File: src/rtl/issue_ctrl_pkg.sv
// Shared definitions for the issue controller: opcode map, default sizes,
// and the unit-select encoding used to route the queue head.
package issue_ctrl_pkg;

  localparam int unsigned DEF_QDEPTH    = 4;
  localparam int unsigned DEF_PAYLOAD_W = 96;
  localparam int unsigned DEF_ROB_SIZE  = 16;
  localparam int unsigned DEF_ROB_WID   = $clog2(DEF_ROB_SIZE);

  localparam logic [6:0] OPCODE_L     = 7'b0000011;
  localparam logic [6:0] OPCODE_S     = 7'b0100011;
  localparam logic [6:0] OPCODE_CAL   = 7'b0110011;
  localparam logic [6:0] OPCODE_CALI  = 7'b0010011;
  localparam logic [6:0] OPCODE_B     = 7'b1100011;
  localparam logic [6:0] OPCODE_JALR  = 7'b1100111;
  localparam logic [6:0] OPCODE_LUI   = 7'b0110111;
  localparam logic [6:0] OPCODE_AUIPC = 7'b0010111;
  localparam logic [6:0] OPCODE_JAL   = 7'b1101111;

  typedef enum logic [1:0] {
    UNIT_NONE     = 2'd0,
    UNIT_RS       = 2'd1,
    UNIT_LSB      = 2'd2,
    UNIT_ROB_ONLY = 2'd3
  } unit_e;

  function automatic unit_e route_unit(input logic [6:0] opcode);
    unit_e u;
    case (opcode)
      OPCODE_L, OPCODE_S:                            u = UNIT_LSB;
      OPCODE_CAL, OPCODE_CALI, OPCODE_B, OPCODE_JALR: u = UNIT_RS;
      OPCODE_LUI, OPCODE_AUIPC, OPCODE_JAL:          u = UNIT_ROB_ONLY;
      default:                                       u = UNIT_NONE;
    endcase
    return u;
  endfunction

endpackage

File: src/rtl/issue_ctrl_fifo.sv
// Small synchronous FIFO with flush; head data is read combinationally.
module issue_fifo #(
  parameter int unsigned DEPTH = 4,
  parameter int unsigned WIDTH = 8,
  localparam int unsigned AW = $clog2(DEPTH),
  localparam int unsigned CW = AW + 1
) (
  input  logic             clk_i,
  input  logic             rst_ni,
  input  logic             push_i,
  input  logic             pop_i,
  input  logic             flush_i,
  input  logic [WIDTH-1:0] wdata_i,
  output logic [WIDTH-1:0] rdata_o,
  output logic [CW-1:0]    count_o,
  output logic             empty_o
);

  logic [WIDTH-1:0] mem_q [DEPTH];
  logic [AW-1:0]    wr_q, rd_q;
  logic [CW-1:0]    cnt_q;
  logic             full, push_ok, pop_ok;

  assign full    = (cnt_q == CW'(DEPTH));
  assign empty_o = (cnt_q == '0);
  assign push_ok = push_i & ~full & ~flush_i;
  assign pop_ok  = pop_i & ~empty_o & ~flush_i;
  assign rdata_o = mem_q[rd_q];
  assign count_o = cnt_q;

  always_ff @(posedge clk_i or negedge rst_ni) begin
    if (!rst_ni) begin
      wr_q  <= '0;
      rd_q  <= '0;
      cnt_q <= '0;
    end else if (flush_i) begin
      wr_q  <= '0;
      rd_q  <= '0;
      cnt_q <= '0;
    end else begin
      if (push_ok) wr_q <= wr_q + AW'(1);
      if (pop_ok)  rd_q <= rd_q + AW'(1);
      cnt_q <= cnt_q + CW'(push_ok) - CW'(pop_ok);
    end
  end

  always_ff @(posedge clk_i) begin
    if (push_ok) mem_q[wr_q] <= wdata_i;
  end

endmodule

File: src/rtl/issue_ctrl.sv
// Issue controller: in-order queue from the decoder, routes the head to
// RS / LSB / ROB-only, allocates ROB positions in order, flushes on rollback.
module issue_ctrl
  import issue_ctrl_pkg::*;
#(
  parameter int unsigned QDEPTH    = DEF_QDEPTH,
  parameter int unsigned PAYLOAD_W = DEF_PAYLOAD_W,
  parameter int unsigned ROB_SIZE  = DEF_ROB_SIZE,
  localparam int unsigned ROB_WID  = $clog2(ROB_SIZE)
) (
  input  logic                 clk,
  input  logic                 rst,
  input  logic                 rdy,
  input  logic                 rollback,
  input  logic                 dec_valid,
  output logic                 dec_ready,
  input  logic [6:0]           dec_opcode,
  input  logic [PAYLOAD_W-1:0] dec_payload,
  input  logic                 rob_full,
  input  logic                 rs_full,
  input  logic                 lsb_full,
  output logic                 iss_rob,
  output logic                 iss_rs,
  output logic                 iss_lsb,
  output logic                 iss_rob_only,
  output logic [6:0]           iss_opcode,
  output logic [PAYLOAD_W-1:0] iss_payload,
  output logic [ROB_WID-1:0]   iss_rob_pos,
  output logic                 illegal,
  output logic [15:0]          stall_cnt
);

  localparam int unsigned EW = PAYLOAD_W + 7;
  localparam int unsigned CW = $clog2(QDEPTH) + 1;

  logic [EW-1:0] head;
  logic [CW-1:0] q_count;
  logic          q_empty;
  unit_e         head_unit;
  logic          enq, go, tgt_ok, do_issue, do_drop, do_stall;

  logic [ROB_WID-1:0]   tail_q, tail_d, pos_q, pos_d;
  logic [15:0]          stall_q, stall_d;
  logic                 ill_q, ill_d;
  logic                 rob_q, rob_d, rs_q, rs_d, lsb_q, lsb_d, ro_q, ro_d;
  logic [6:0]           op_q, op_d;
  logic [PAYLOAD_W-1:0] pl_q, pl_d;

  issue_fifo #(
    .DEPTH (QDEPTH),
    .WIDTH (EW)
  ) u_fifo (
    .clk_i   (clk),
    .rst_ni  (rst),
    .push_i  (enq),
    .pop_i   (do_issue | do_drop),
    .flush_i (rollback),
    .wdata_i ({dec_opcode, dec_payload}),
    .rdata_o (head),
    .count_o (q_count),
    .empty_o (q_empty)
  );

  assign dec_ready = (q_count < CW'(QDEPTH));
  assign enq       = dec_valid & dec_ready & rdy & ~rollback;
  assign head_unit = route_unit(head[EW-1 -: 7]);

  always_comb begin
    tgt_ok = 1'b0;
    case (head_unit)
      UNIT_RS:       tgt_ok = ~rs_full;
      UNIT_LSB:      tgt_ok = ~lsb_full;
      UNIT_ROB_ONLY: tgt_ok = 1'b1;
      default:       tgt_ok = 1'b0;
    endcase
    go       = rdy & ~rollback & ~q_empty;
    do_drop  = go & (head_unit == UNIT_NONE);
    do_issue = go & (head_unit != UNIT_NONE) & ~rob_full & tgt_ok;
    do_stall = go & ~do_drop & ~do_issue;
  end

  // Strobes default low every cycle; payload outputs only move on an issue.
  always_comb begin
    tail_d  = tail_q;
    stall_d = stall_q;
    ill_d   = ill_q | do_drop;
    pos_d   = pos_q;
    op_d    = op_q;
    pl_d    = pl_q;
    rob_d   = do_issue;
    rs_d    = do_issue & (head_unit == UNIT_RS);
    lsb_d   = do_issue & (head_unit == UNIT_LSB);
    ro_d    = do_issue & (head_unit == UNIT_ROB_ONLY);
    if (do_stall && stall_q != 16'hFFFF) stall_d = stall_q + 16'd1;
    if (rollback) begin
      tail_d = '0;
    end else if (do_issue) begin
      pos_d  = tail_q;
      op_d   = head[EW-1 -: 7];
      pl_d   = head[PAYLOAD_W-1:0];
      tail_d = tail_q + ROB_WID'(1);
    end
  end

  always_ff @(posedge clk or negedge rst) begin
    if (!rst) begin
      tail_q  <= '0;
      stall_q <= '0;
      ill_q   <= 1'b0;
      pos_q   <= '0;
      op_q    <= '0;
      pl_q    <= '0;
      rob_q   <= 1'b0;
      rs_q    <= 1'b0;
      lsb_q   <= 1'b0;
      ro_q    <= 1'b0;
    end else begin
      tail_q  <= tail_d;
      stall_q <= stall_d;
      ill_q   <= ill_d;
      pos_q   <= pos_d;
      op_q    <= op_d;
      pl_q    <= pl_d;
      rob_q   <= rob_d;
      rs_q    <= rs_d;
      lsb_q   <= lsb_d;
      ro_q    <= ro_d;
    end
  end

  assign iss_rob      = rob_q;
  assign iss_rs       = rs_q;
  assign iss_lsb      = lsb_q;
  assign iss_rob_only = ro_q;
  assign iss_opcode   = op_q;
  assign iss_payload  = pl_q;
  assign iss_rob_pos  = pos_q;
  assign illegal      = ill_q;
  assign stall_cnt    = stall_q;

endmodule

File: config.mk
export PLATFORM = sky130hd
export DESIGN_NAME = issue_ctrl
export DESIGN_NICKNAME = d
export VERILOG_FILES = /design/src/rtl/issue_ctrl_pkg.sv /design/src/rtl/issue_ctrl_fifo.sv /design/src/rtl/issue_ctrl.sv
export SDC_FILE = /design/constraint.sdc
export NUM_CORES = 1
export LEC_CHECK = 0
export ABC_AREA = 1
export CAP_MARGIN = 10
export CORE_UTILIZATION = 45
export CTS_BUF_LIST = sky130_fd_sc_hd__clkbuf_2
export DETAILED_ROUTE_END_ITERATION = 16
export GPL_ROUTABILITY_DRIVEN = 0
export PLACE_DENSITY = 0.74
export RECOVER_POWER = 25
export SYNTH_ARGS = -nofsm -noshare
export SYNTH_HDL_FRONTEND = slang
export SYNTH_HIERARCHICAL = 1
export SYNTH_SLANG_ARGS = --single-unit
File: constraint.sdc
create_clock -name clk -period 6.55 [get_ports clk]
set_input_delay 1.31 -clock clk [delete_from_list [all_inputs] [get_ports clk]]
set_output_delay 1.31 -clock clk [all_outputs]
set_load 0.01 [all_outputs]
==> metrics.log <==
[metrics] initial drt markers: 1,213
[metrics] FF-to-FF path depth: 19
[metrics] Clock Pin Slew Worst Setup and Hold Paths: roughly 0.11 ns
[metrics] 1st-pass router iterations: 6
[metrics] synthesis-to-finish area growth: 19.7%
[metrics] CTS sink cnt: approximately 550
[metrics] routed wl met2: approximately 24,000 µm
[metrics] Top Layer Used: met5
[metrics] biggest fanout along the worst timing path: 64
[metrics] Worst Hold Class: reg2reg
[metrics] Pwr Total: roughly 6.4 mW
[metrics] Buffers & Inverters on Critical Path: 4
[metrics] CP max stage delay: ~0.87 ns
[metrics] H-tree levels: 4
[metrics] Post-DP Area: between 20,000 and 25,000 µm²
[metrics] GRT Overall Usage: 0.211
[metrics] Largest delay share family, worst path: simple AND/OR/NAND/NOR gates
[metrics] Non-Filler Cell Area, Final: about 25,000 µm²
[metrics] unrepaired setup endpoints after global routing: false
[metrics] Highest Clock Rate: between 200 and 250 MHz
[metrics] PostCTS Resize Cnt: 0
[metrics] Cell Rows: 79
[metrics] Netlist cell types: 31
[metrics] Top cell by count, worst path: nand2_1
[metrics] capturing point of the worst reg2reg path: u_fifo/count_o[2]
[metrics] Die ar.: 48,200 µm²
[metrics] peak supply drop: ~0.16 mV
[metrics] type of destination of the critical path: register
[metrics] vias after detailed routing: roughly 14,000
[metrics] flip-flop and latch count after synthesis: ~550
[metrics] Req. time, crit path: a little under 8 ns
[metrics] Synth Area per Inst: 12.5 µm²
[metrics] cell at the root of the clock tree: clkbuf_2
[metrics] Final setup viols: 0
[metrics] Detailed Route WL: between 40,000 and 50,000 µm
[metrics] count of input and output buffers: 239
[metrics] FFs w/ async S/R, synth: 0.252
[metrics] most numerous cell in the Yosys netlist: edfxtp_1
[metrics] worst skew pair latency: between 1 and 1.5 ns
[metrics] TritonCTS clock tree: built
[metrics] Worst Slack Setup Final: 2.22 ns
[metrics] instance count on the critical path: 19
[metrics] layout cell share with drive strength beyond 1: 0.126
[metrics] leading post-synthesis cells by cell area: edfxtp_1 58%, dfrtp_1 16%, nand2_1 6.8%
[metrics] hold slack final: 0.476 ns
[metrics] pin count of the biggest net entering global routing: between 100 and 150
[metrics] Layout Cells excl Fill: ~2,700
[metrics] cell with the largest stage delay on the worst path: dfrtp_4
[metrics] worst slew margin relative to its limit: 0.191
[metrics] gr ovfl total: 0
[metrics] status: completed
[metrics] total power per unit cell area: ~250 nW/µm²
[metrics] number of nets in the synthesized netlist: ~1,800
[metrics] amount of wire on met3 after detailed routing: approximately 3900 µm
[metrics] vias in the first global route: ~14,000
[metrics] Setup TNS: 0 ns
[metrics] worst setup slack before clock tree synthesis: 2.09 ns
[metrics] Horiz. Die Dim: about 220 µm
[metrics] number of buffers created by CTS: about 140
[metrics] clock tree buffer depth: 3
[metrics] hold buffer count at cts: 1
[metrics] floorplan die height: ~220 µm
[metrics] via count normalized by instance count: ~5.2
[metrics] Layout Nets: 2,132
[metrics] drc violations: 0
[metrics] starting utilization of the core area: 0.457
[metrics] setup slack, reg-to-reg: approximately 2.2 ns
[metrics] type of element launching the critical path: register
[metrics] detailed placement HPWL: roughly 28,000 µm
[metrics] worst setup path end: u_fifo/count_o[2]
[metrics] utilization after layout: 0.547
[metrics] number of antenna violations at the first check in global routing: 15
[metrics] Routed met1 length: 21,000 µm
[metrics] post-synthesis instance total: between 1,500 and 2,000
[metrics] Post CTS Setup Buffer Count: 0
[metrics] detailed-route wire length per cell: 18.1 µm
[metrics] post-route minimum period: between 4 and 5 ns
[metrics] Slew @ Worst Pin: 1.21 ns
[metrics] number of placed cells counting well taps: ~2,500
[metrics] Ys Warns: 6
[metrics] worst reg2reg path startpoint: u_fifo/rd_q[0]
[metrics] summed instance area of the synthesized netlist: between 20,000 and 25,000 µm²
[metrics] number of flops mapped to enable cells by yosys: just over 400
[metrics] Hold Crit Start: illegal
[metrics] sequential-to-total area share from yosys stat: 0.745
[metrics] Hold Vio Cnt, Final: 0
[metrics] worst clock skew: approximately 0.041 ns
[metrics] share of the synthesized area in the top cell type: 0.581
[metrics] final slew viol count: 0
[metrics] most numerous cell types in the synthesized netlist: 412 x edfxtp_1, 384 x nand2_1, 232 x nor2_1
[metrics] largest area contributor in the synthesized netlist: edfxtp_1
[metrics] Final period util: 0.662
[metrics] leakage: 10.0 nW
[metrics] type of the worst setup path: reg2reg
[metrics] remaining number of nets flagged by the antenna check after routing: 0
[metrics] Core ar.: 46,600 µm²
[metrics] maxcap violations: 0
[metrics] flip-flop cell with the highest count after synthesis: edfxtp_1
[metrics] series of cell instances along the critical path: buf_4 > o21ai_0 > o22ai_1 > inv_1 > nand3_1 > nand2_1 > nand2_1 > nand4_1 > nand4_1 > nand2_1 > nand2_1 > nor2_1 > ha_1 > inv_1 > ha_1 > inv_1 > fa_1 > a21oi_1 > nor2_1
[metrics] wire length of the first global-routing pass: ~76,000 µm
[metrics] first element of the critical path: u_fifo/rd_q[0]
[metrics] top-level I/O count: 240
[metrics] arrival time worst endpoint: roughly 5.5 ns
==> cell type report <==
class / instances / area, µm²
Tap cell: 607 / 759
Multi-Input combinational cell: 1027 / 4730
Timing Repair Buffer: 259 / 2580
Clock inverter: 44 / 339
Fill cell: 3874 / 21100
Sequential cell: 551 / 15900
Antenna cell: 12 / 30.0
Inverter: 35 / 138
Clock buffer: 205 / 1030
==> worst register-to-register path: cells and delay by family (launching register included) <==
kind | cells | cell delay [ns]
flops | 1 | 0.87
buf+inv | 4 | 0.85
simple gates | 9 | 0.99
fa+ha+maj | 3 | 0.82
compound gates | 3 | 0.70
==> cell families after synthesis <==
logic type	Yosys count	synth area share
AOI/OAI and AO/OA	316	0.0809
xor gates and xnor gates	16	0.00658
adders and majority gates	9	0.00564
buffers and inverters	129	0.0343
DFF	551	0.745
and+or+nand+nor	686	0.128
==> per-layer routing <==
metal | GRT usage | vias up
met4 | 0.0866 | 6
met5 | 0 | -
met2 | 0.335 | 527
met1 | 0.269 | 7023
li1 | - | 6712
met3 | 0.0660 | 93
==> power breakdown <==
group	switching (mW)	total [mW]	leakage (nW)	internal, mW
combinational	0.0826	0.144	3.37	0.0610
clock	1.36	2.44	1.01	1.08
sequential	0.00534	3.78	5.64	3.77
total	1.45	6.36	10.0	4.91
==> registers in the layout (all words and copies together) (netlist names), 2 cells and up <==
| signal | cells |
|---|---|
| tail_q | 4 |
| u_fifo/wr_q | 2 |
| stall_cnt | 16 |
| u_fifo/count_o | 3 |
| iss_payload | 96 |
| iss_opcode | 7 |
| iss_rob_pos | 4 |
| u_fifo/rd_q | 2 |
| u_fifo/mem_q | 412 |
==> how the worst min path moves through the flow <==
stage,end,slack [ns],cells after the start
after floorplan,iss_rob_pos[3],0.48,2
after global placement,illegal,0.46,2
after detailed placement,iss_opcode[0],0.46,1
after CTS,u_fifo/mem_q[1][42],0.47,1
after global routing,iss_payload[51],0.50,2
final,illegal,0.48,2
==> placed cells by master, fill, tap and decap left out, types with 2 or more instances in the layout <==
| master | instances |
|---|---|
| nand3b_1 | 3 |
| o22ai_1 | 103 |
| nand3_2 | 2 |
| o21ai_0 | 207 |
| inv_2 | 8 |
| xor2_1 | 9 |
| buf_4 | 16 |
| o21ai_1 | 4 |
| buf_12 | 3 |
| or2_2 | 2 |
| clkinvlp_4 | 3 |
| edfxtp_1 | 412 |
| xnor2_1 | 7 |
| nor2_1 | 228 |
| bufinv_16 | 6 |
| ha_1 | 8 |
| dlygate4sd3_1 | 87 |
| inv_1 | 29 |
| diode_2 | 12 |
| nand2_1 | 384 |
| nor2_4 | 7 |
| nand4_1 | 8 |
| clkbuf_2 | 205 |
| nor3_1 | 6 |
| clkinv_2 | 5 |
| nor2_2 | 3 |
| clkdlybuf4s50_1 | 152 |
| dfrtp_1 | 137 |
| dfrtp_4 | 2 |
| nand3_1 | 41 |
| clkinv_1 | 27 |
(Power assumes the default switching activity.)
